==> src/rtl/pid_ctrl_mc.sv <==
// pid_ctrl_mc: multi-channel velocity-form PID controller.
// One shared multiplier, 5-cycle sample period, clamp with anti-windup.
module pid_ctrl_mc #(
   parameter int W    = 16,
   parameter int GW   = 16,
   parameter int FRAC = 8,
   parameter int NCH  = 4,
   parameter int CW   = (NCH > 1) ? $clog2(NCH) : 1
) (
   input  logic                 clk,
   input  logic                 reset,
   input  logic signed [GW-1:0] k1,
   input  logic signed [GW-1:0] k2,
   input  logic signed [GW-1:0] k3,
   input  logic signed [W-1:0]  u_max,
   input  logic signed [W-1:0]  u_min,
   input  logic                 in_valid,
   output logic                 in_ready,
   input  logic [CW-1:0]        in_ch,
   input  logic                 in_clear,
   input  logic signed [W-1:0]  e_in,
   output logic                 out_valid,
   output logic [CW-1:0]        out_ch,
   output logic signed [W-1:0]  u_out,
   output logic                 sat_hi,
   output logic                 sat_lo
);

   localparam int PW = W + GW;
   localparam int AW = W + GW + 2;
   localparam int SW = W + GW + 3;

   typedef enum logic [2:0] {
      IDLE,
      MAC1,
      MAC2,
      MAC3,
      SAT
   } state_t;

   state_t state;
   state_t state_nx;

   logic signed [W-1:0]  u_prev [NCH];
   logic signed [W-1:0]  e1     [NCH];
   logic signed [W-1:0]  e2     [NCH];

   logic [CW-1:0]        ch_q;
   logic signed [W-1:0]  e_q;
   logic signed [GW-1:0] k1_q;
   logic signed [GW-1:0] k2_q;
   logic signed [GW-1:0] k3_q;
   logic signed [W-1:0]  umax_q;
   logic signed [W-1:0]  umin_q;
   logic signed [AW-1:0] acc;

   logic                 ch_ok;
   logic                 accept;
   logic                 start;
   logic                 clr;
   logic signed [GW-1:0] mul_k;
   logic signed [W-1:0]  mul_e;
   logic signed [PW-1:0] prod;
   logic signed [AW-1:0] prod_x;
   logic signed [AW-1:0] acc_sh;
   logic signed [SW-1:0] sum;
   logic signed [SW-1:0] umax_x;
   logic signed [SW-1:0] umin_x;
   logic                 clip_hi;
   logic                 clip_lo;
   logic signed [W-1:0]  u_nx;

   assign ch_ok = 32'(in_ch) < NCH;

   // FSM state register
   always_ff @(posedge clk) begin
      if (reset)
         state <= IDLE;
      else
         state <= state_nx;
   end

   // FSM next state: fixed MAC1..SAT walk once a sample is accepted
   always_comb begin
      state_nx = state;
      case (state)
         IDLE:    if (start) state_nx = MAC1;
         MAC1:    state_nx = MAC2;
         MAC2:    state_nx = MAC3;
         MAC3:    state_nx = SAT;
         SAT:     state_nx = IDLE;
         default: state_nx = IDLE;
      endcase
   end

   // FSM outputs: handshake decode and shared multiplier operand select
   always_comb begin
      in_ready = (state == IDLE) && !reset;
      accept   = in_valid && in_ready;
      start    = accept && !in_clear && ch_ok;
      clr      = accept && in_clear && ch_ok;
      mul_k    = '0;
      mul_e    = '0;
      case (state)
         MAC1: begin
            mul_k = k1_q;
            mul_e = e_q;
         end
         MAC2: begin
            mul_k = k2_q;
            mul_e = e1[ch_q];
         end
         MAC3: begin
            mul_k = k3_q;
            mul_e = e2[ch_q];
         end
         default: begin
            mul_k = '0;
            mul_e = '0;
         end
      endcase
   end

   assign prod   = mul_k * mul_e;
   assign prod_x = {{(AW-PW){prod[PW-1]}}, prod};
   assign acc_sh = acc >>> FRAC;

   // clamp compares at full width so an overflowing sum cannot wrap
   assign sum    = $signed({{(SW-W){u_prev[ch_q][W-1]}}, u_prev[ch_q]})
                 + $signed({acc_sh[AW-1], acc_sh});
   assign umax_x = $signed({{(SW-W){umax_q[W-1]}}, umax_q});
   assign umin_x = $signed({{(SW-W){umin_q[W-1]}}, umin_q});

   // clamp: high limit wins when the limits are inverted
   always_comb begin
      clip_hi = sum > umax_x;
      clip_lo = !clip_hi && (sum < umin_x);
      u_nx    = sum[W-1:0];
      if (clip_hi)
         u_nx = umax_q;
      else if (clip_lo)
         u_nx = umin_q;
   end

   // datapath: snapshot, accumulate, commit clamped result and history
   always_ff @(posedge clk) begin
      if (reset) begin
         out_valid <= 1'b0;
         out_ch    <= '0;
         u_out     <= '0;
         sat_hi    <= 1'b0;
         sat_lo    <= 1'b0;
         ch_q      <= '0;
         e_q       <= '0;
         k1_q      <= '0;
         k2_q      <= '0;
         k3_q      <= '0;
         umax_q    <= '0;
         umin_q    <= '0;
         acc       <= '0;
         for (int i = 0; i < NCH; i++) begin
            u_prev[i] <= '0;
            e1[i]     <= '0;
            e2[i]     <= '0;
         end
      end else begin
         out_valid <= 1'b0;
         if (start) begin
            ch_q   <= in_ch;
            e_q    <= e_in;
            k1_q   <= k1;
            k2_q   <= k2;
            k3_q   <= k3;
            umax_q <= u_max;
            umin_q <= u_min;
         end
         if (clr) begin
            u_prev[in_ch] <= '0;
            e1[in_ch]     <= '0;
            e2[in_ch]     <= '0;
         end
         case (state)
            MAC1: acc <= prod_x;
            MAC2: acc <= acc - prod_x;
            MAC3: acc <= acc + prod_x;
            SAT: begin
               out_valid    <= 1'b1;
               out_ch       <= ch_q;
               u_out        <= u_nx;
               sat_hi       <= clip_hi;
               sat_lo       <= clip_lo;
               u_prev[ch_q] <= u_nx;
               e1[ch_q]     <= e_q;
               e2[ch_q]     <= e1[ch_q];
            end
            default: acc <= acc;
         endcase
      end
   end

endmodule

==> config.mk <==
export PLATFORM = sky130hd
export DESIGN_NAME = pid_ctrl_mc
export DESIGN_NICKNAME = d
export VERILOG_FILES = /design/src/rtl/pid_ctrl_mc.sv
export SDC_FILE = /design/constraint.sdc
export NUM_CORES = 2
export LEC_CHECK = 0
export CAP_MARGIN = 20
export CORE_ASPECT_RATIO = 2
export CORE_MARGIN = 2
export CORE_UTILIZATION = 40
export DETAILED_ROUTE_END_ITERATION = 8
export PLACE_DENSITY = 0.64
export SYNTH_ARGS = -nofsm -noshare
export SYNTH_HDL_FRONTEND = slang
export SYNTH_SLANG_ARGS = --single-unit
==> constraint.sdc <==
create_clock -name clk -period 21.6 [get_ports clk]
set_clock_uncertainty 0.05 [all_clocks]
set_input_delay 4.32 -clock clk [delete_from_list [all_inputs] [get_ports clk]]
set_output_delay 4.32 -clock clk [all_outputs]
set_load 0.005 [all_outputs]
==> impl_summary.md <==
Clocking
In this run the post-CTS setup repair buffer count came out at 0. Buffers inserted to repair hold after CTS numbered 0. Post-CTS repair changed the size of 0 cells. The TritonCTS clock tree is built. The TritonCTS buffer count is 29.

Clock latency on the worst-skew pair, taken at its later pin, is between 0.6 and 0.7 ns. The post-CTS clock slew at the launch and capture registers of the worst setup and hold paths is 0.11 ns. The maximum buffer depth of the clock tree is 3. The clock net in this run drives a total of 350 sinks. CTS built an H-tree with a depth of 1. The tree is rooted in a sky130_fd_sc_hd__clkbuf_16.

Routing
The antenna violation net count after detailed routing is 0. The routed length on met3 is roughly 3.8 mm. The routed design has 86.0 mm of wire. The routed layout has 22879 vias. The met2 wirelength from detailed routing is 46.5 mm. The highest metal layer carrying signal wires in the routed design is met4. The detailed router finished its first iteration with 1320 violations. The post-route DRC violation count is 0. Dividing the detail-routed wire length by the instance count gives slightly above 20 um.

The first detailed-routing pass ran for 5 iterations. The average vias per placed instance is ~5.5. After detailed routing, the wire length on met1 is between 20 and 30 mm.

Cells and area
The summed area of non-filler cells in the final layout is approximately 33000 um^2. The post-route netlist has about 6.9% of its cells at a drive strength greater than 1. The post-layout net count is between 3000 and 4000. The count of placed standard cells in the final layout, fillers left out is ~4200. The number of antenna repair diodes is 0. The final core utilization is 44.4%. The leading cell type in the layout, fill and taps excluded is sky130_fd_sc_hd__nand2_1. The synthesis-to-layout area growth is 10.4%. In the layout the commonest cells are sky130_fd_sc_hd__nand2_1 (443), sky130_fd_sc_hd__inv_1 (399), sky130_fd_sc_hd__nor2_1 (396).

GRT
The number of antenna violations at the first check in global routing was 0. The total grt overflow is 0. The pin count of the biggest net entering global routing is 70. Global routing used roughly 23% of the available tracks. The first global-routing pass estimated around 130 mm of wire. The via count of the first global-routing pass is between 20000 and 25000.

Worst hold path
The path class of the tightest hold or removal check is flip-flop to flip-flop. Along the worst hold path, the cell count comes to 2. The start point of the worst min-delay path is k3_q[2].

Synthesis
The dominant combinational cell family by area after synthesis is adder cells. The post-synthesis share of cell area spent on and, or, nand and nor gates is between 15 and 20%. The share of the synthesized netlist area taken by xor and xnor gates is between 3 and 4%. The number of register bits inferred by synthesis is 350. The share of the synthesized area in compound gates (AO/OA/AOI/OAI) is 11.8%. Measured against the total synthesized area, the mux share comes to between 6 and 7%.

The cell area after synthesis is 29600 um^2. The proportion of register bits with asynchronous set or reset after synthesis is 0%. Counting distinct cell types in the post-synthesis netlist gives 86. Counting flops with a built-in enable in the synthesized netlist gives about 190. The post-synthesis cell count is approximately 3200. The adder-cell area share of the yosys netlist is about a quarter.

The yosys synthesis warning count is 0. A synthesized cell averages approximately 9.2 um^2. Sequential cells were found to cover a little under a third of the synthesized design area. Among all flip-flop cells after synthesis, the most frequent one is sky130_fd_sc_hd__edfxtp_1. Counting every net in the synthesized netlist gives about 3800.

Setup path
The setup path with the least slack is of type flip-flop to flip-flop. Counting stages on the worst path, the most repeated cell is sky130_fd_sc_hd__fa_1. The worst setup path startpoint is state[1]. Counting cells, the worst reg-to-reg path comes to 38. The startpoint of the worst register-to-register path is state[1]. The maximum single-stage delay on the critical path is around 0.90 ns. At the worst endpoint, the arrival time is ~13 ns. For the worst setup path, the data required time is 22.06 ns. The endpoint type of the worst setup path is a flip-flop. The worst-path cell with the longest stage delay is sky130_fd_sc_hd__dfxtp_2.

The startpoint kind of the worst setup timing path is a flip-flop. The largest fanout on the critical path is 39.

STA
The worst path needs 12.06 ns of the cycle, external delays included. The worst pin sits at a relative slew slack of approximately 29%. For the final routed database, the setup TNS stands at 0 ns. Setup repair after global routing left no endpoint under its margin. The worst-case hold slack is between 0.4 and 0.5 ns. The transition time at the pin with the least slew margin is 1.06 ns. The total setup violations reported at the end of the flow is 0. The portion of the clock cycle consumed by the worst path in the final layout is around 56%.

Setup slack closes at ~9.5 ns. For this run, the top clock speed supported by timing is slightly above 80 MHz. The final number of max-transition violations came to 0. The final hold violation count is 0.

Placed design
The placed wire-length estimate after detailed placement is approximately 66 mm. The number of cells in the design after placement is 4129. Prior to clock tree synthesis, the placed netlist has a worst setup slack of around 9.6 ns.

The congestion estimate from routability-driven global placement came to approximately 0.95. The number of port buffers is approximately 120. The area after detailed placement is 31600 um^2.

Floorplan
The number of primary I/O pins is around 120. For this configuration, the core starts out at a cell density of 40.2%. The cell row count is 141. The die is between 300 and 400 um tall. The area enclosed by the die boundary is 76300 um^2. The horizontal extent of the die is about 200 um. The standard cell core area is roughly 74000 um^2.

Power
The leakage power figure is 13.8 nW. IR analysis of the VDD net gives a maximum drop of 0.0657 mV. Summing internal, switching and leakage power gives about 1.7 mW. In this run the power density over the cells is 53.1 nW/um^2.

Status
The flow ran to the end, and the final reports show no timing, DRC or antenna violations.

Run
The tool flagged a number of max-cap violations equal to 0.
## critical path, delay by kind of cell (launching register included)
kind | cells | cell delay (ns)
AO/OA/AOI/OAI | 15 | 3.16
XOR/XNOR | 2 | 0.27
adder cells (fa/ha/maj) | 8 | 3.94
buffers and inverters | 7 | 1.33
flip-flops | 1 | 0.90
AND/OR/NAND/NOR | 6 | 2.28
## routing by layer
| metal | global-route usage, % | up-vias |
|---|---|---|
| met3 | 2.11 | 251 |
| met1 | 23.4 | 11222 |
| met2 | 43.2 | 705 |
| li1 | - | 10701 |
| met4 | 15.1 | 0 |
| met5 | 0 | - |
## sequential cells by signal, summed over array words and instances, names as in the netlist, named ones only
register,cells
acc,34
e1,64
k3_q,16
k2_q,16
e2,64
ch_q,2
out_ch,2
out_valid,1
u_out,16
e_q,16
umax_q,16
sat_lo,1
k1_q,16
sat_hi,1
state,3
u_prev,64
umin_q,16
## synthesized netlist by cell type, types with 6 or more instances
master / instances / share of area [%]
sky130_fd_sc_hd__nand2_1: 443 / 5.6
sky130_fd_sc_hd__nor2_1: 400 / 5.1
sky130_fd_sc_hd__inv_1: 399 / 5.1
sky130_fd_sc_hd__fa_1: 264 / 18
sky130_fd_sc_hd__a21oi_1: 206 / 3.5
sky130_fd_sc_hd__ha_1: 196 / 8.3
sky130_fd_sc_hd__edfxtp_1: 192 / 19
sky130_fd_sc_hd__dfxtp_1: 158 / 11
sky130_fd_sc_hd__clkbuf_1: 127 / 1.6
sky130_fd_sc_hd__o21ai_0: 77 / 1.3
sky130_fd_sc_hd__xnor2_1: 73 / 2.2
sky130_fd_sc_hd__a21o_1: 70 / 1.8
sky130_fd_sc_hd__mux4_2: 48 / 3.7
sky130_fd_sc_hd__mux2_2: 44 / 1.7
sky130_fd_sc_hd__nand3_1: 39 / 0.66
sky130_fd_sc_hd__nor3_1: 37 / 0.63
sky130_fd_sc_hd__nand2b_1: 36 / 0.76
sky130_fd_sc_hd__xor2_1: 29 / 0.86
sky130_fd_sc_hd__and2_1: 27 / 0.57
sky130_fd_sc_hd__a211oi_1: 25 / 0.63
sky130_fd_sc_hd__or2_2: 24 / 0.51
sky130_fd_sc_hd__mux2i_1: 22 / 0.74
sky130_fd_sc_hd__o21a_1: 20 / 0.51
sky130_fd_sc_hd__a31oi_1: 18 / 0.38
sky130_fd_sc_hd__buf_1: 18 / 0.23
sky130_fd_sc_hd__nor2b_1: 15 / 0.32
sky130_fd_sc_hd__nand4_1: 14 / 0.30
sky130_fd_sc_hd__o211ai_1: 12 / 0.30
sky130_fd_sc_hd__or3_1: 12 / 0.25
sky130_fd_sc_hd__a311oi_1: 11 / 0.33
sky130_fd_sc_hd__a22oi_1: 10 / 0.25
sky130_fd_sc_hd__and3_1: 9 / 0.19
sky130_fd_sc_hd__nor4_1: 9 / 0.19
sky130_fd_sc_hd__a211o_1: 8 / 0.24
sky130_fd_sc_hd__o22ai_1: 7 / 0.15
sky130_fd_sc_hd__o21ai_1: 6 / 0.10
sky130_fd_sc_hd__o21bai_1: 6 / 0.15
sky130_fd_sc_hd__o31ai_1: 6 / 0.15
## final timing paths
check	endpoint	slack, ns
min	k3_q[2]	0.40
max reg2reg	acc[32]	9.54
min reg2reg	k3_q[2]	0.40
max	acc[32]	9.54
## power by group
group          total, mW  switching, mW  internal (mW)  leakage (nW)
Clock              0.582          0.268          0.314         0.495
Sequential         0.748         0.0185          0.730          3.27
Combinational      0.402          0.238          0.165          10.0
Total               1.73          0.524           1.21          13.8
## area by class of cell
type	count	area [um^2]
clock buffer	34	754
clock inverter	19	250
fill	6998	40900
inverter	400	1500
multi-input combinational	2303	18600
sequential	350	8940
tap	929	1160
timing repair buffer	148	1420
## cell families after synthesis
| family | after synthesis |
|---|---|
| simple gates | 1087 |
| fa+ha+maj | 460 |
| flops | 350 |
| buf+inv | 549 |
| compound gates | 539 |
| mux | 115 |
| xor+xnor | 102 |
Note: power is estimated with default switching activity, not from simulation.
